**src/rtl/stage0c3lw_report_collector.sv**
```systemverilog
// stage0c3lw_report_collector
//   Captures every run cycle of the cluster-3 lw stage-0 automata stage that
//   carries at least one report (or a stream restart). Each such cycle is
//   time-stamped and queued as a record in a circular FIFO, which drains to
//   the monitor report sink over a valid/ready handshake.
//
// Optional feature: define STAGE0C3LW_RPT_SYMBOL_EN to also store in_symbols
//   with each record and expose it on rpt_symbol.
//
// Ports
//   clk, reset          clock (rising edge), async active-high reset
//   run                 stage enable; captures and counting only when 1
//   in_reset            stream restart; pushes an eos record, zeroes counter
//   in_symbols[7:0]     stage symbol (stored only with the optional feature)
//   report_vec[39:0]    4 report bits per automaton, automaton n at [4n+3:4n]
//   rpt_valid/ready     head-record handshake to the sink
//   rpt_vec/cycle/eos   head record fields (0 while rpt_valid=0)
//   rpt_symbol[7:0]     head record symbol (optional feature only)
//   ovf                 sticky overflow flag
//   drop_cnt            saturating count of discarded records
//   fifo_level          current FIFO occupancy
module stage0c3lw_report_collector #(
    parameter int DEPTH  = 16,
    parameter int CNT_W  = 32,
    parameter int DROP_W = 16,
    localparam int AW    = $clog2(DEPTH)
) (
    input  logic              clk,
    input  logic              reset,
    input  logic              run,
    input  logic              in_reset,
    input  logic [7:0]        in_symbols,
    input  logic [39:0]       report_vec,
    output logic              rpt_valid,
    input  logic              rpt_ready,
    output logic [39:0]       rpt_vec,
    output logic [CNT_W-1:0]  rpt_cycle,
    output logic              rpt_eos,
`ifdef STAGE0C3LW_RPT_SYMBOL_EN
    output logic [7:0]        rpt_symbol,
`endif
    output logic              ovf,
    output logic [DROP_W-1:0] drop_cnt,
    output logic [AW:0]       fifo_level
);

    typedef struct packed {
`ifdef STAGE0C3LW_RPT_SYMBOL_EN
        logic [7:0]       sym;
`endif
        logic             eos;
        logic [CNT_W-1:0] cycle;
        logic [39:0]      vec;
    } rec_t;

    rec_t             mem [DEPTH];
    rec_t             wr_rec;
    rec_t             head;
    logic [AW:0]      wr_ptr, rd_ptr;
    logic [CNT_W-1:0] cnt;
    logic             push_req, pop, full, push_ok, drop;

`ifndef STAGE0C3LW_RPT_SYMBOL_EN
    logic unused_symbols;
    assign unused_symbols = ^in_symbols;
`endif

    // Pointers carry one extra bit so full and empty are distinguishable.
    assign fifo_level = wr_ptr - rd_ptr;
    assign full       = (fifo_level == (AW+1)'(DEPTH));
    assign rpt_valid  = (fifo_level != '0);

    assign push_req = run && ((|report_vec) || in_reset);
    assign pop      = rpt_valid && rpt_ready;
    // A pop in the same cycle frees the slot, so a full FIFO still accepts.
    assign push_ok  = push_req && (!full || pop);
    assign drop     = push_req && full && !pop;

    always_comb begin
        wr_rec       = '0;
        wr_rec.vec   = report_vec;
        wr_rec.cycle = cnt;
        wr_rec.eos   = in_reset;
`ifdef STAGE0C3LW_RPT_SYMBOL_EN
        wr_rec.sym   = in_symbols;
`endif
    end

    // Storage needs no reset: nothing is visible until a write lands.
    always_ff @(posedge clk) begin
        if (push_ok) mem[wr_ptr[AW-1:0]] <= wr_rec;
    end

    always_ff @(posedge clk or posedge reset) begin
        if (reset) begin
            wr_ptr   <= '0;
            rd_ptr   <= '0;
            cnt      <= '0;
            ovf      <= 1'b0;
            drop_cnt <= '0;
        end else begin
            if (run) cnt <= in_reset ? '0 : cnt + 1'b1;
            if (push_ok) wr_ptr <= wr_ptr + 1'b1;
            if (pop)     rd_ptr <= rd_ptr + 1'b1;
            if (drop) begin
                ovf <= 1'b1;
                if (drop_cnt != '1) drop_cnt <= drop_cnt + 1'b1;
            end
        end
    end

    // Head fields are forced to 0 when empty so reset shows all-zero outputs.
    assign head      = mem[rd_ptr[AW-1:0]];
    assign rpt_vec   = rpt_valid ? head.vec   : '0;
    assign rpt_cycle = rpt_valid ? head.cycle : '0;
    assign rpt_eos   = rpt_valid ? head.eos   : 1'b0;
`ifdef STAGE0C3LW_RPT_SYMBOL_EN
    assign rpt_symbol = rpt_valid ? head.sym  : 8'h00;
`endif

endmodule
```
**config.mk**
```make
export PLATFORM = sky130hd
export DESIGN_NAME = stage0c3lw_report_collector
export DESIGN_NICKNAME = d
export VERILOG_FILES = /design/src/rtl/stage0c3lw_report_collector.sv
export SDC_FILE = /design/constraint.sdc
export NUM_CORES = 1
export LEC_CHECK = 0
export BUFFER_PORTS_ARGS = -buffer_cell sky130_fd_sc_hd__buf_4
export CORE_MARGIN = 2
export CORE_UTILIZATION = 50
export DETAILED_ROUTE_END_ITERATION = 12
export GPL_TIMING_DRIVEN = 0
export PLACE_DENSITY = 0.66
export SLEW_MARGIN = 20
export SYNTH_ARGS = -nofsm -noshare
export SYNTH_HDL_FRONTEND = slang
export SYNTH_SLANG_ARGS = --single-unit
```
**constraint.sdc**
```tcl
create_clock -name clk -period 15.65 [get_ports clk]
set_input_delay 2.3475 -clock clk [delete_from_list [all_inputs] [get_ports clk]]
set_output_delay 2.3475 -clock clk [all_outputs]
set_load 0.1 [all_outputs]
```
Word level (Yosys, flattened, before mapping)
Memory sizes are Yosys's and may differ from the RTL's.
Cells that the tools add are included.
{"block": "totals", "ff_bits": 59, "ramBits": 1168, "output_inout_bits": 96, "wordCells": 31, "mem_count": 1}
{"memory": "mem", "depth": 16, "width": 73, "rd": 1, "rd_clocked_by_memory_dff": 0, "wr": 1, "line_no": "56", "rtl": "rec_t mem [DEPTH];"}
{"block": "op_classes", "add_sub_neg": 5, "n_eq_ne": 2, "n_mux": 6, "reduce_logical": 12}
{"op": "2-to-1 mux 32 bit", "n": 2}
{"op": "2-to-1 mux 40 bit", "n": 1}
{"op": "OR reduction 40 bit", "n": 1}
{"op": "adder 32 x 1 -> 32 bit (second input constant)", "n": 1}
{"op": "adder 16 x 1 -> 16 bit (second input constant)", "n": 1}
{"op": "!= test 16 bit (second input constant)", "n": 1}
{"op": "adder 5 x 1 -> 5 bit (second input constant)", "n": 2}
{"op": "equality test 5 bit (second input constant)", "n": 1}
{"op": "logical AND 1 bit", "n": 5}
{"op": "nonzero test 5 bit", "n": 1}
{"op": "subtractor 5 bit", "n": 1}
{"op": "2-to-1 mux 1 bit", "n": 3}
{"op": "logical NOT 1 bit", "n": 2}
{"op": "logical OR 1 bit", "n": 2}
{"op": "AND reduction 2 bit", "n": 1}

Depth between registers and ports, before layout
Gate-level depths: netlist of the first run.
{"block": "depth", "ltp_word": 7, "mapped_depth": 13, "depth_no_buf": 10}

Worst setup path after synthesis of the first run
Ideal clock, no wire load.
{"block": "synth_timing", "kind": "register to register", "start": "register rd_ptr[1]", "end": "memory mem[2][0] (netlist name) (enable)", "setup_time_ps": 709, "t_arrival_ps": 11324, "required_time_ps": 14941, "slack_ps": 3617, "path_stages_with_launch": 12, "cell_sequence": "dfrtp_1 -> buf_2 -> buf_2 -> clkbuf_1 -> inv_1 -> fa_1 -> xor2_1 -> nor4b_1 -> mux2i_1 -> o21bai_2 -> buf_2 -> nor4b_1"}
{"block": "synth_via", "elab_chain_len": 7, "word_cells_on_any_way": 9, "classes_between": "1 x add/sub; 1 x eq/ne; 2 x mux; 5 x reduce/logical"}
{"item": "from (decl)", "line_no": "59", "rtl": "logic [AW:0] wr_ptr, rd_ptr;"}
{"item": "from (signal assigned)", "line_no": "104", "rtl": "if (pop) rd_ptr <= rd_ptr + 1'b1;"}
{"item": "subtractor 5 bit (*)", "line_no": "69", "rtl": "assign fifo_level = wr_ptr - rd_ptr;"}
{"item": "named net fifo_level[2]", "line_no": "44", "rtl": "output logic [AW:0] fifo_level"}
{"item": "equality test 5 bit or nonzero test 5 bit (tied branches)", "line_no": "70, 71"}
{"item": "logical NOT 1 bit or logical AND 1 bit (tied branches)", "line_no": "76, 74"}
{"item": "logical OR 1 bit (*)", "line_no": "76", "rtl": "assign push_ok = push_req && (!full || pop);"}
{"item": "logical AND 1 bit (*)", "line_no": "76"}
{"item": "2-to-1 mux 1 bit (*)", "line_no": "91", "rtl": "if (push_ok) mem[wr_ptr[AW-1:0]] <= wr_rec;"}
{"item": "2-to-1 mux 1 bit (not written as such) (*)", "line_no": "91"}
{"item": "to (decl)", "line_no": "56"}
Mark *: on every way through the listed nets, which the timed path passes. The rest lies on a longest branch.

Worst setup path after layout of the first run
{"block": "layout_timing", "start": "register rd_ptr[1]", "end": "output rpt_vec[28]"}
{"block": "layout_via", "elab_chain_len": 3, "word_cells_on_any_way": 4, "classes_between": "1 x add/sub; 1 x mux; 1 x reduce/logical; 1 x memory"}
{"item": "subtractor 5 bit", "line_no": "69"}
{"item": "nonzero test 5 bit", "line_no": "71", "rtl": "assign rpt_valid = (fifo_level != '0);"}
{"item": "2-to-1 mux 40 bit (*)", "line_no": "114", "rtl": "assign rpt_vec = rpt_valid ? head.vec : '0;"}
{"item": "to (decl)", "line_no": "36", "rtl": "output logic [39:0] rpt_vec,"}
Mark *: on every way between the ends. The rest lies on a longest branch, timed or not.

==> summary.md, run 1 <==
| Metric | Value |
|---|---|
| Yosys cell types | 42 |
| Tot GR Track Use | 0.234 |
| Skew-Pair Late Insertion Delay | between 0.6 and 0.7 ns |
| Crit Path Max Fanout | 10 |
| Synth top area cells | edfxtp_1 (74%), mux4_2 (17%), dfrtp_1 (3.1%), and2_1 (1.0%), xnor2_1 (0.52%) |
| Htree depth | 3 |
| Synthesized flop and latch total | ~1200 |
| Clk root buf | clkbuf_16 |
| Clock Sinks | ~1200 |
| Layout cells sized above 1 | 0.348 |
| Final setup violation count | 0 |
| First-pass GRT wire length | roughly 160 mm |
| Iteration-0 DRC Markers | ~2400 |
| Critical Path RT | 13.30 ns |
| Syn_area_per_cell | roughly 23 µm² |
| Final net count | about 2500 |
| Routed Antenna Nets | 0 |
| Status | complete, no violations |
| Port Buffer Count | between 100 and 150 |
| Worst-path clk slew | 0.06 ns |
| Final Hold Viols | 0 |
| Vias | 23000 |
| CTS Hold Buffers Added | 0 |
| Period utilisation layout | 0.530 |
| Post-synth EDFFs | 1168 |
| FFs w/ async S/R, synth | 0.0481 |
| Post-synthesis sequential area ratio | 0.769 |
| Placement Cell Area | roughly 52000 µm² |
| Post_cts resized | 0 |
| Syn nets | 2100 |
| Non-filler instance count after layout | around 3800 |
| Initial antenna violation count | 8 |
| Synth Cell Area | 47500 µm² |
| Largest net degree at the start of global routing | 43 |
| Post-Synthesis Cells | 2035 |
| Io pins | between 100 and 150 |
| Max-slew violations | 0 |
| Worst Clk Skew | 0.0203 ns |
| Fmax achieved | about 120 MHz |
| Final core occ | 0.586 |
| Die area | about 98000 µm² |
| Die H | around 310 µm |
| # placed instances | about 3600 |
| DRC violations left | 0 |
| TritonCTS clock tree | done |
| Final WL | 112 mm |
| Dominant register cell in the synthesized netlist | edfxtp_1 |
| Area grow syn2layout | 16.7% |
| Min-Delay Path Class | flip-flop to flip-flop |
| Min Clock Period, post-route | just over 8 ns |
| WL per Instance | ~29 µm |
| Critical path startpoint category | flip-flop |
| Normalized max-slew margin | 0.259 |
| Vias per inst | 6.02 |
| DP Wirelength | 73.3 mm |
| Postcts setup bufs | 0 |
| Chip Width | between 300 and 400 µm |
| Fin area | 55500 µm² |
| Top-count cell post-synth | edfxtp_1 |
| Core area | between 90000 and 100000 µm² |
| Rows | 113 |
| Largest area contributor in the netlist | edfxtp_1 |
| Arr. time, crit path | around 6 ns |
| Reg2reg path depth | 16 |
| First-pass detailed-route iteration total | 5 |
| RSZ-0062 raised after global routing | no |
| Synthesis Warnings | 0 |
| Worst-Margin Slew | 1.11 ns |
| Top cell type's share of synthesized area | 0.738 |
| CTS Buf Count | 120 |
| CTS max path bufs | 3 |
| Starting Density | 0.502 |
| GPL Wtd Cong | between 0.7 and 0.8 |
| Vias in the first global route | 23900 |
| Post-synth top cells | edfxtp_1 (1168), mux4_2 (365), and2_1 (76) |
| Global route total overflow | 0 |
| Hold depth | 1 |
| Critical Path Sink Type | output pin |
| Max-cap violations | 0 |
| Crit path kind | flip-flop to output pin |
==> cells in the final DEF, fill, tap and decap left out, types with 10 or more instances in the layout <==
cell | synthesis | layout
mux4_2 | 365 | 365
buf_16 | 0 | 15
clkinv_2 | 0 | 20
xor2_1 | 21 | 21
and3_1 | 17 | 13
edfxtp_1 | 1168 | 1168
nand3_1 | 28 | 28
nor4_1 | 11 | 10
nand2_1 | 25 | 25
xnor2_1 | 28 | 28
buf_4 | 22 | 218
buf_6 | 9 | 18
buf_12 | 0 | 11
nor2_1 | 37 | 33
dfrtp_1 | 59 | 59
buf_1 | 14 | 13
ha_1 | 11 | 11
clkbuf_1 | 46 | 70
clkinv_1 | 0 | 33
buf_2 | 10 | 66
nand4_1 | 15 | 15
and2_1 | 76 | 76
clkbuf_16 | 0 | 122
==> worst max-delay path, cell delays in order (launching register included) <==
cell and delay [ns]:
dfrtp_1 0.36, buf_2 0.24, buf_2 0.39, clkbuf_1 0.71, inv_1 0.20, fa_1 0.48, xor2_1 0.26, nor4b_1 0.09
mux2i_1 0.30, or2_0 0.31, buf_2 0.28, buf_2 0.37, clkbuf_1 0.57, and2_1 0.34, buf_4 0.33
==> logic make-up after synthesis <==
family / Yosys count / share of synthesized area
flops: 1227 / 0.769
simple gates: 241 / 0.0285
fa+ha+maj: 12 / 0.00332
xor+xnor: 49 / 0.00903
compound gates: 23 / 0.00311
buf+inv: 111 / 0.0122
mux: 372 / 0.175
==> layout make-up <==
type | count | area (µm²)
Fill cell | 6737 | 39100
Inverter | 10 | 40.0
Clock inverter | 72 | 582
Timing Repair Buffer | 287 | 2490
Sequential cell | 1227 | 36600
Clock buffer | 152 | 3190
Buffer | 101 | 548
Multi-Input combinational cell | 697 | 10500
Tap cell | 1265 | 1580
Antenna cell | 5 | 12.5
==> per-stage QoR <==
step	setup WS, ns	hold slack, ns	TNS (ns)
after global placement	-6.92	0.464	-2044.80
after global routing	7.09	0.511	0
final	7.36	0.487	0
after detailed placement	8.11	0.470	0
after floorplan	3.62	0.462	0
after CTS	7.35	0.487	0
==> registers in the layout (all words and copies together) (netlist names) <==
name	flops
rd_ptr	5
mem	1168
wr_ptr	5
ovf	1
drop_cnt	16
cnt	32
==> routing by layer <==
metal,vias to the layer above,global-route usage,routed length [µm]
li1,9459,-,-
met3,188,0.0403,7880
met2,933,0.397,57600
met1,12400,0.319,43900
met5,-,0,89
met4,10,0.0605,2730
==> path summary, 6_finish.rpt <==
path / from / end / slack [ns]
setup / recovery: rd_ptr[1]$_DFFE_PP0P_ / rpt_vec[28] / 7.36
hold / removal: wr_ptr[4]$_DFFE_PP0P_ / wr_ptr[4]$_DFFE_PP0P_ / 0.49
setup reg to reg: rd_ptr[1]$_DFFE_PP0P_ / mem[2][45]$_DFFE_PP_ / 9.86
hold reg to reg: wr_ptr[4]$_DFFE_PP0P_ / wr_ptr[4]$_DFFE_PP0P_ / 0.49
max in group asynchronous: reset / cnt[9]$_DFFE_PP0P_ / 13.51
min in group asynchronous: reset / drop_cnt[11]$_DFFE_PP0P_ / 1.61
Power of run 1 is left out: the tool's default activity adds up to more than one toggle a clock period on the data nets, which glitch-free logic cannot reach.
==> run 2: changes to the inputs <==
--- a/config.mk
+++ b/config.mk
@@ -10,7 +10,7 @@
 export CORE_UTILIZATION = 50
 export DETAILED_ROUTE_END_ITERATION = 12
 export GPL_TIMING_DRIVEN = 0
-export PLACE_DENSITY = 0.66
+export PLACE_DENSITY = 0.69
 export SLEW_MARGIN = 20
 export SYNTH_ARGS = -nofsm -noshare
 export SYNTH_HDL_FRONTEND = slang
==> constraint.sdc (replaced) <==
create_clock -name clk -period 6.8 [get_ports clk]
set_input_delay 1.02 -clock clk [delete_from_list [all_inputs] [get_ports clk]]
set_output_delay 1.02 -clock clk [all_outputs]
set_load 0.1 [all_outputs]
==> run 2 against run 1 <==
  * Global-route usage shrank 0.20 points
  * Die area is the same
  * Sequential cell count is the same
  * Critical path type unchanged
==> summary.md, run 2 (synthesis results as in run 1) <==
| Metric | Value |
|---|---|
| Io pins | 149 (unchanged) |
| Die area | 97500 µm² (unchanged) |
| Worst-Margin Slew | 1.13 ns (+0.0183 ns) |
| Area grow syn2layout | 17.4% |
| DP Wirelength | 71.9 mm (-1.9%) |
| Reg2reg path depth | 14 (-2) |
| WL per Instance | 29.8 µm (+1.3%) |
| Crit Path Max Fanout | 19 (+9) |
| Arr. time, crit path | 5.34 ns (-0.60 ns) |
| Final WL | 112 mm (-0.15%) |
| CTS Hold Buffers Added | 0 (unchanged) |
| Multi-input logic area | 10500 µm² (+0.57%) |
| First-pass GRT wire length | 163 mm (-0.94%) |
| Most frequent cells in the layout | edfxtp_1 (1168), mux4_2 (365), buf_4 (174) |
| Period utilisation layout | 0.935 |
| CTS max path bufs | 3 (unchanged) |
| TritonCTS clock tree | done |
| Core area | 94600 µm² (unchanged) |
| Hold slack | 0.356 ns (-0.130 ns) |
| Largest register FFs | 1168 (unchanged) |
| Critical Path RT | 5.78 ns (-7.52 ns) |
| Min-Delay Path Class | input port to asynchronous set/reset pin |
| Clk root buf | clkbuf_16 |
| Status | complete, no violations |
| Final setup violation count | 0 (unchanged) |
| Critical path startpoint category | flip-flop |
| Most common cell after layout, fill and taps aside | edfxtp_1 |
| Rows | 113 (unchanged) |
| CTS Buf Count | 119 (-0.83%) |
| Die H | 312 µm (unchanged) |
| Setup TNS | 0 ns (unchanged) |
| Global route total overflow | 0 (unchanged) |
| # fillers | 6511 (-3.4%) |
| Iteration-0 DRC Markers | 2844 (+16%) |
| Port Buffer Count | 139 (unchanged) |
| Normalized max-slew margin | 0.240 (-0.0186) |
| Final net count | 2458 (-2.0%) |
| Fmax achieved | roughly 160 MHz |
| GPL Wtd Cong | 0.782 (+0.80%) |
| Min Clock Period, post-route | ~6.4 ns |
| RSZ-0062 raised after global routing | no |
| Chip Width | 312 µm (unchanged) |
| Skew-Pair Late Insertion Delay | 0.68 ns (about the same) |
| Vias per inst | 6.02 (about the same) |
| Vias in the first global route | 23700 (-0.86%) |
| Worst-path clk slew | 0.06 ns (about the same) |
| Largest net degree at the start of global routing | 33 (-23%) |
| Layout cells sized above 1 | 0.337 (-0.0108) |
| DRC violations left | 0 (unchanged) |
| R2R setup slack | 1.89 ns (-7.97 ns) |
| Starting Density | 0.502 (unchanged) |
| Tot GR Track Use | 0.232 (-0.00199) |
| Max-cap violations | 0 (unchanged) |
| Clock Sinks | 1227 (unchanged) |
| Routed Antenna Nets | 0 (unchanged) |
| Crit path kind | flip-flop to output pin |
| Vias | 22600 (-1.5%) |
| Final Hold Viols | 0 (unchanged) |
| First-pass detailed-route iteration total | 5 (unchanged) |
| Sequential Area | 36600 µm² (unchanged) |
| Critical Path Sink Type | output pin |
| Max-slew violations | 0 (unchanged) |
| Initial antenna violation count | 6 (-2) |
| Worst Clk Skew | 0.0200 ns (-0.000281 ns) |
| Htree depth | 3 (unchanged) |
==> run 2: cell count changes in the layout (fill, tap and decap cells not counted), sizes merged <==
cell,before,now
bufinv,9,12
clkinvlp,6,3
clkbuf,199,208
clkinv,54,41
diode,5,1
inv,13,14
buf,341,292
==> run 2: final timing paths <==
path                                                end                   from
worst min register to register          ovf$_DFFE_PP0P_        ovf$_DFFE_PP0P_
worst min-delay path            drop_cnt[1]$_DFFE_PP0P_                  reset
min in group clk                        ovf$_DFFE_PP0P_        ovf$_DFFE_PP0P_
max in group asynchronous           cnt[20]$_DFFE_PP0P_                  reset
worst max register to register     mem[4][35]$_DFFE_PP_  rd_ptr[1]$_DFFE_PP0P_
worst max-delay path                        rpt_vec[38]  rd_ptr[1]$_DFFE_PP0P_
==> run 2: layer usage <==
layer  GRT usage  up-vias  part of all wire
met2       0.403      964              0.52
met5           0        -           0.00066
met3      0.0396      182             0.070
li1            -     9361                 -
met1       0.308    12100              0.38
met4      0.0588       12             0.022
==> run 2: worst max-delay path: stages (launching register included) <==
cell and delay (ns):
dfrtp_1 0.36, buf_2 0.24, buf_2 0.63, inv_1 0.19, fa_1 0.47, xor2_1 0.28
nor4b_1 0.10, mux2i_1 0.30, or2_0 0.16, buf_2 0.25, buf_2 0.38, clkbuf_1 0.50
and2_1 0.42, buf_4 0.36
==> run 2: area by class of cell <==
type                       count  area share
antenna                        1   0.0000449
multi-input combinational    697       0.189
tap                         1265      0.0284
inverter                      10    0.000718
buffer                       100     0.00978
timing repair buffer         238      0.0475
clock buffer                 162      0.0583
sequential                  1227       0.655
clock inverter                60      0.0108
==> run 2: what timing repair did <==
action	in CTS	in global routing
hold endpoints to repair	0	0
endpoints found under the setup margin	5	0
gates resized for setup	0	0
setup buffers	0	0
==> run 2: metrics by stage <==
stage / std cells / area [µm²] / setup WS [ns] / util
2_1_floorplan: 2035 / 47600 / -1.41 / -
3_3_place_gp: 3439 / 50200 / -6.25 / 0.531
3_5_place_dp: 3538 / 51900 / 0.666 / 0.549
4_1_cts: 3759 / 55800 / 0.416 / 0.589
5_1_grt: 3759 / 55800 / 0.195 / 0.590
6_report: 3760 / 55800 / 0.441 / 0.590
Power of run 2 is left out for the same reason.
==> run 3: changes to the inputs <==
--- a/config.mk
+++ b/config.mk
@@ -9,8 +9,9 @@
 export CORE_MARGIN = 2
 export CORE_UTILIZATION = 50
 export DETAILED_ROUTE_END_ITERATION = 12
+export GPL_ROUTABILITY_DRIVEN = 1
 export GPL_TIMING_DRIVEN = 0
-export PLACE_DENSITY = 0.69
+export PLACE_DENSITY = 0.66
 export SLEW_MARGIN = 20
 export SYNTH_ARGS = -nofsm -noshare
 export SYNTH_HDL_FRONTEND = slang
==> constraint.sdc (replaced) <==
create_clock -name clk -period 7.7 [get_ports clk]
set_input_delay 1.155 -clock clk [delete_from_list [all_inputs] [get_ports clk]]
set_output_delay 1.155 -clock clk [all_outputs]
set_load 0.1 [all_outputs]
==> run 3 against run 2 <==
  * Setup slack better by 0.16 ns
  * Clock skew up 0.0084 ns
  * Register-to-register slack worse by 0.25 ns
  * Clock-buffer cell count down 23
  * Sequential share of layout area down 0.13 points
  * Global-route usage about the same
  * Non-clock buffer count up 22
  * Critical path depth up 1
  * Via count up 0.90%
  * Die area unchanged
  * Critical endpoint is now rpt_cycle[2]
  * Largest cell class unchanged
==> summary.md, run 3 (synthesis results as in run 1) <==
| Metric | Value |
|---|---|
| Vias in the first global route | 23600 (-0.19%) |
| CP peak stage delay | 0.70 ns (+0.07 ns) |
| Final Hold Viols | 0 (unchanged) |
| Fmax achieved | about 140 MHz |
| First-pass detailed-route iteration total | 5 (unchanged) |
| Period utilisation layout | 0.921 |
| Largest net degree at the start of global routing | 43 (+30%) |
| Die H | 312 µm (unchanged) |
| Worst r2r src | rd_ptr[1]$_DFFE_PP0P_ |
| Crit path cell chain | buf_2 -> buf_2 -> clkbuf_1 -> inv_1 -> fa_1 -> xor2_1 -> nor4b_1 -> mux2i_1 -> or2_0 -> buf_2 -> buf_2 -> clkbuf_1 -> and2_1 -> buf_4 |
| Most frequent cells in the layout | edfxtp_1 (1168), mux4_2 (365), buf_4 (219) |
| Pre-CTS setup slack | 1.30 ns (+0.637 ns) |
| Final WL | 112 mm (-0.15%) |
| Die area | 97500 µm² (unchanged) |
| Fin area | 55900 µm² (+0.20%) |
| Postcts setup bufs | 0 (unchanged) |
| Arr. time, crit path | 5.94 ns (+0.60 ns) |
| Worst path slowest cell | clkbuf_1 |
| RSZ-0062 raised after global routing | no |
| CTS max path bufs | 3 (unchanged) |
| Worst-path clk slew | 0.06 ns (about the same) |
| Skew-Pair Late Insertion Delay | 0.70 ns (+0.02 ns) |
| Final setup violation count | 0 (unchanged) |
| DRC violations left | 0 (unchanged) |
| Critical Path RT | 6.55 ns (+0.77 ns) |
| CTS Buf Count | 117 (-1.7%) |
| Final net count | 2478 (+0.81%) |
| Placement Cell Area | 51800 µm² (-0.29%) |
| TritonCTS clock tree | done |
| Most common cell after layout, fill and taps aside | edfxtp_1 |
| Setup TNS | 0 ns (unchanged) |
| Crit Path Max Fanout | 10 (-9) |
| Tot GR Track Use | 0.232 (-0.000412) |
| Normalized max-slew margin | 0.173 (-0.0676) |
| Post_cts resized | 0 (unchanged) |
| Clk root buf | clkbuf_16 |
| Worst Clk Skew | 0.0284 ns (+0.00838 ns) |
| Rows | 113 (unchanged) |
| Io pins | 149 (unchanged) |
| Top Family by Delay on Critical Path | buffers and inverters |
| Starting Density | 0.502 (unchanged) |
| Vias per inst | 6.04 (+0.29%) |
| Non-filler instance count after layout | 3783 (+0.61%) |
| Min-Delay Path Class | input port to asynchronous set/reset pin |
| Critical path startpoint category | flip-flop |
| GPL Wtd Cong | 0.789 (+0.82%) |
| Status | complete, no violations |
| First-pass GRT wire length | 162 mm (-0.45%) |
| Iteration-0 DRC Markers | 2564 (-9.8%) |
| Crit path kind | flip-flop to output pin |
| Initial antenna violation count | 7 (+1) |
| WP buf/inv | 8 (+1) |
| Most frequent CP cell | buf_2 |
| Vias | 22800 (+0.90%) |
| Routed Antenna Nets | 0 (unchanged) |
| Min Clock Period, post-route | 7.09 ns |
| Chip Width | 312 µm (unchanged) |
| Clock Sinks | 1227 (unchanged) |
| Global route total overflow | 0 (unchanged) |
| Port Buffer Count | 139 (unchanged) |
| # placed instances | 3559 (+0.59%) |
| Max-slew violations | 0 (unchanged) |
| Htree depth | 3 (unchanged) |
| Worst Setup SP | rd_ptr[1]$_DFFE_PP0P_ |
| Max-cap violations | 0 (unchanged) |
| Layout cells sized above 1 | 0.351 (+0.0135) |
| Largest register FFs | 1168 (unchanged) |
| Critical Path Sink Type | output pin |
| WL per Instance | 29.6 µm (-0.76%) |
| # fillers | 6569 (+0.89%) |
| Core area | 94600 µm² (unchanged) |
| Area grow syn2layout | 17.6% |
| Worst-Margin Slew | 1.23 ns (+0.100 ns) |
| DP Wirelength | 71.3 mm (-0.75%) |
| CTS Hold Buffers Added | 0 (unchanged) |
| Final WS setup | 0.605 ns (+0.164 ns) |
[run 3: cell type report]
type	instances	area [µm²]	share of cell area
flip-flops and latches	1227	36600	0.654
inverters	10	40.0	0.000717
clock buffers	139	3080	0.0552
plain buffers	101	549	0.00983
well taps	1265	1580	0.0283
multi-input cells	697	10500	0.188
repair buffers	259	2520	0.0452
clock inverters	82	1030	0.0184
diodes	3	7.51	0.000134
[run 3: worst register-to-register path: cells and delay by family, from the launching register on]
kind	cells	cell delay [ns]
adders and majority gates	1	0.48
DFF	1	0.34
and+or+nand+nor	1	0.66
buffers and inverters	11	3.27
muxes	1	0.34
AOI/OAI and AO/OA	3	0.69
[run 3: layer usage]
metal  share of wire  GRT usage  vias up
met3           0.073     0.0445      193
met4           0.025     0.0652        6
li1                -          -     9387
met1            0.40      0.315    12300
met2            0.51      0.388      947
met5         0.00033          0        -
[run 3: worst paths after layout]
path	endpoint	slack, ns	depth (start not counted)
setup / recovery	rpt_cycle[2]	0.61	14
hold / removal	ovf$_DFFE_PP0P_	0.40	2
setup reg to reg	mem[7][27]$_DFFE_PP_	1.64	17
hold reg to reg	wr_ptr[4]$_DFFE_PP0P_	0.49	1
max in group asynchronous	cnt[10]$_DFFE_PP0P_	6.77	3
min in group clk	wr_ptr[4]$_DFFE_PP0P_	0.49	1
[run 3: per-stage QoR]
step	utilization	hold WS (ns)
after floorplan	-	0.462
after global placement	0.530	0.465
after detailed placement	0.547	0.476
after CTS	0.591	0.371
after global routing	0.591	0.388
final	0.591	0.401
Power of run 3 is left out for the same reason.
